**src/rtl/mig7_ui_model.sv**
```systemverilog
// Behavioural MIG 7-series app_* responder over on-chip RAM; reads return RD_LATENCY+1 cycles after acceptance.
// Backpressure: app_rdy drops while the single command slot is busy, in self-refresh, or on stall; app_wdf_rdy drops when the 4-deep data FIFO is full.

module mig7_ui_fifo #(
    parameter int WIDTH      = 8,
    parameter int DEPTH_LOG2 = 2
) (
    input  logic             clk,
    input  logic             rst_n,
    input  logic             push,
    input  logic [WIDTH-1:0] push_dat,
    input  logic             pop,
    output logic [WIDTH-1:0] pop_dat,
    output logic             full,
    output logic             empty
);
    localparam int DEPTH = 1 << DEPTH_LOG2;

    logic [WIDTH-1:0]      mem [DEPTH];
    logic [DEPTH_LOG2-1:0] wr_ptr;
    logic [DEPTH_LOG2-1:0] rd_ptr;
    logic [DEPTH_LOG2:0]   count;

    // count never exceeds DEPTH, so its MSB alone marks full
    assign full    = count[DEPTH_LOG2];
    assign empty   = (count == '0);
    assign pop_dat = mem[rd_ptr];

    always_ff @(posedge clk or negedge rst_n) begin
        if (!rst_n) begin
            wr_ptr <= '0;
            rd_ptr <= '0;
            count  <= '0;
        end else begin
            if (push) wr_ptr <= wr_ptr + 1'b1;
            if (pop)  rd_ptr <= rd_ptr + 1'b1;
            case ({push, pop})
                2'b10:   count <= count + 1'b1;
                2'b01:   count <= count - 1'b1;
                default: count <= count;
            endcase
        end
    end

    always_ff @(posedge clk) begin
        if (push) mem[wr_ptr] <= push_dat;
    end
endmodule


```
**config.mk**
```make
export PLATFORM = sky130hd
export DESIGN_NAME = mig7_ui_fifo
export DESIGN_NICKNAME = d
export VERILOG_FILES = /design/src/rtl/mig7_ui_model.sv
export SDC_FILE = /design/constraint.sdc
export NUM_CORES = 1
export LEC_CHECK = 0
export BUFFER_PORTS_ARGS = -buffer_cell sky130_fd_sc_hd__buf_2
export CORE_AREA = 2 2 66 68
export CTS_CLUSTER_SIZE = 24
export DETAILED_ROUTE_END_ITERATION = 10
export DIE_AREA = 0 0 68 70
export SETUP_SLACK_MARGIN = 0.1
export SLEW_MARGIN = 15
export SYNTH_ARGS = -nofsm -noshare
export SYNTH_HDL_FRONTEND = slang
export SYNTH_SLANG_ARGS = --single-unit
```
**constraint.sdc**
```tcl
create_clock -name clk -period 1.4 [get_ports clk]
set_input_delay 0.21 -clock clk [delete_from_list [all_inputs] [get_ports clk]]
set_output_delay 0.21 -clock clk [all_outputs]
set_load 0.1 [all_outputs]
```
==> Implementation_results.wiki <==
{| class="wikitable"
! Metric !! Value
|-
| Run status || complete, but fails checks
|-
| Violations in the final reports || negative setup slack
|-
| DP Cell Count || 165
|-
| Worst hold-check path type || in -> reg
|-
| Number of I/O port buffers || 21
|-
| Highest cell delay on the worst timing path || 0.50 ns
|-
| CP Data Arrival Time || 1.54 ns
|-
| Proportion of synthesized chip area in sequential cells || 0.7352
|-
| Biggest area contributors in the synthesized netlist || sky130_fd_sc_hd__edfxtp_1, sky130_fd_sc_hd__mux4_2, sky130_fd_sc_hd__dfrtp_1
|-
| Number of synthesized flops with an enable pin || 32
|-
| Max-slew violation count || 0
|-
| Transition time of the tightest slew-check pin || 0.4578 ns
|-
| Number of register bits inferred by synthesis || 39
|-
| Wire length of the first global-routing pass || 4036 µm
|-
| Die area || 4760 µm²
|-
| Layout cell share with drive strength beyond 1 || 0.5354
|-
| Count of pins on the block boundary || 22
|-
| Maximum number of buffers from clock root to sink || 2
|-
| Synthesis-to-finish area growth || 38.22%
|-
| Crit path max fanout || 3
|-
| Crit path time final || 1.752 ns
|-
| Capturing element type of the critical path || output port
|-
| 1st-iter DRT viols || 41
|-
| Final Hold Viols || 0
|-
| CTS root buf || sky130_fd_sc_hd__clkbuf_8
|-
| Initial Util || 0.3729
|-
| Final period utilization || 1.252
|-
| Synth top area share || 0.6219
|-
| # setup viols final || 9
|-
| CP Class || reg -> out
|-
| First-pass detailed-route iteration total || 4
|-
| Initial antenna violation count || 0
|-
| Avg Cell Area, Syn || 19.81 µm²
|-
| Top-count cell post-synth || sky130_fd_sc_hd__edfxtp_1
|-
| Syn_nets || 96
|-
| List of most frequent post-synthesis cells || sky130_fd_sc_hd__edfxtp_1, sky130_fd_sc_hd__mux4_2, sky130_fd_sc_hd__dfrtp_1, sky130_fd_sc_hd__inv_1, sky130_fd_sc_hd__ha_1
|-
| HPWL Detailed || 1835 µm
|-
| Number of diodes added for antenna fixing || 0
|-
| Number of nets in the layout || 144
|-
| Netlist cell types || 15
|-
| Ys flop type || sky130_fd_sc_hd__edfxtp_1
|-
| Number of buffers added by the clock tree synthesis step || 5
|-
| Syn. warnings || 0
|-
| Final global-route overflow total || 0
|-
| Register-to-register setup slack || 0.03 ns
|-
| Maximum number of pins on one net before global-route repair || 14
|-
| Clock latency on the worst-skew pair || 0.29 ns
|-
| Mapped Cells || 78
|-
| Detail-routed via count per cell || 4.514
|-
| Worst slew margin relative to its limit || 0.6948
|-
| H-tree lvl count || 2
|-
| Worst-case setup margin in the final layout || -0.3524 ns
|-
| MaxCap Viol Count || 0
|-
| DR WL/cell || 14.17 µm
|-
| CTS clk-pin slew, worst paths || 0.08 ns
|-
| Crit path max-delay cell type || sky130_fd_sc_hd__mux4_2
|-
| Die boundary height || 70 µm
|-
| Netlist Area Pre-Place || 1545 µm²
|-
| Die width || 68 µm
|-
| Floorplan core area || 4144 µm²
|-
| Final RePlAce weighted congestion || 0.6681
|-
| Fraction of synthesis flops using an asynchronous set or reset pin || 0.1795
|-
| Core Rows || 24
|-
| Setup total negative slack || -2.784 ns
|-
| Worst path cell trace || buf_4 > mux4_2 > buf_6
|-
| Count of unresolved DRC violations after routing || 0
|-
| Setup repair after global routing missed its margin || true
|-
| Clock tree from TritonCTS || yes
|-
| Via count of the first global-routing pass || 846
|-
| Number of nets with antenna violations after routing || 0
|-
| Count of placed standard cells in the final layout, fillers left out || 179
|-
| Total wire length after detailed routing || 2537 µm
|-
| Number of vias after detailed routing || 808
|-
| Maximum clock frequency || 570.6 MHz
|-
| Clk sink count || 39
|-
| Placement-stage worst setup slack || -0.1219 ns
|-
| Worst hold-check slack || 0.1323 ns
|-
| Cell type with the largest total area after synthesis || sky130_fd_sc_hd__edfxtp_1
|-
| Worst clock skew || 0.005379 ns
|-
| Data required time at the worst endpoint || 1.19 ns
|-
| Global-route usage over all layers || 0.1223
|-
| Crit start category || register
|}
-- kinds of logic (layout without fill, tap and decap cells) --
group	Yosys count	in the layout	synth area share
adders and majority gates	6	6	0.05344
buffers and inverters	8	57	0.02510
AOI/OAI and AO/OA	2	2	0.006478
and+or+nand+nor	9	9	0.02914
muxes	8	8	0.1166
DFF	39	39	0.7352
xor gates and xnor gates	6	6	0.03401
-- worst paths after layout --
| path | to | cells after the start | startpoint |
|---|---|---|---|
| setup / recovery | pop_dat[3] | 3 | rd_ptr[0]$_DFFE_PN0P_ |
| hold / removal | mem[3][0]$_DFFE_PP_ | 1 | push_dat[0] |
| setup reg to reg | count[2]$_DFFE_PN0P_ | 6 | count[0]$_DFFE_PN0P_ |
| hold reg to reg | count[2]$_DFFE_PN0P_ | 1 | count[2]$_DFFE_PN0P_ |
| max in group asynchronous | count[2]$_DFFE_PN0P_ | 2 | rst_n |
| min in group asynchronous | rd_ptr[0]$_DFFE_PN0P_ | 2 | rst_n |
-- stage by stage --
| step | instance area, µm² | util |
|---|---|---|
| after floorplan | 1575 | - |
| after global placement | 1894 | 0.4571 |
| after detailed placement | 1894 | 0.4571 |
| after CTS | 2103 | 0.5075 |
| after global routing | 2136 | 0.5154 |
| final | 2136 | 0.5154 |
-- cell usage in the layout (no fill, tap or decap), types with 2 or more instances in the layout --
master                      count
sky130_fd_sc_hd__ha_1           4
sky130_fd_sc_hd__dfrtp_1        6
sky130_fd_sc_hd__and2_1         3
sky130_fd_sc_hd__buf_2         11
sky130_fd_sc_hd__xor2_1         4
sky130_fd_sc_hd__mux4_2         8
sky130_fd_sc_hd__xnor2_1        2
sky130_fd_sc_hd__buf_6         10
sky130_fd_sc_hd__bufinv_16      2
sky130_fd_sc_hd__nand2_1        3
sky130_fd_sc_hd__clkbuf_8       5
sky130_fd_sc_hd__inv_2          5
sky130_fd_sc_hd__buf_12         3
sky130_fd_sc_hd__edfxtp_1      32
sky130_fd_sc_hd__buf_4         18
-- state kept, by name, summed over array words and instances (netlist names) --
| name | flops |
|---|---|
| mem | 32 |
| wr_ptr | 2 |
| count | 3 |
| rd_ptr | 2 |
-- worst max-delay path: cells and delay by family (launching register included) --
family,cells,cell delay (ns)
flops,1,0.39
mux,1,0.50
buf+inv,2,0.36
-- final cells by class --
type | count | area [µm²]
fill | 352 | 2008
sequential | 39 | 1140
multi-input combinational | 31 | 399.1
timing repair buffer | 43 | 372.9
clock buffer | 5 | 68.82
clock inverter | 3 | 67.56
tap | 52 | 65.06
inverter | 6 | 22.52
-- metal layers --
layer  vias up  GRT usage  part of all wire  routed length (µm)
li1        385          -                 -                   -
met1       405     0.1521              0.43                1096
met2        16     0.1834              0.52                1317
met3         2    0.04348             0.035                  89
met4         0    0.06667             0.013                  34
met5         -          0                 0                   0
-- what timing repair did --
action                                  4_1_cts  5_1_grt
pin swaps                                     5        1
gates resized for setup                      16        5
gates cloned                                  0        0
hold buffers                                  1        0
buffers inserted                              2        3
endpoints found under the setup margin       11       26
endpoints found under the hold margin         7        0
Power is left out: the tool's default activity adds up to more than one toggle a clock period on the data nets, which glitch-free logic cannot reach.
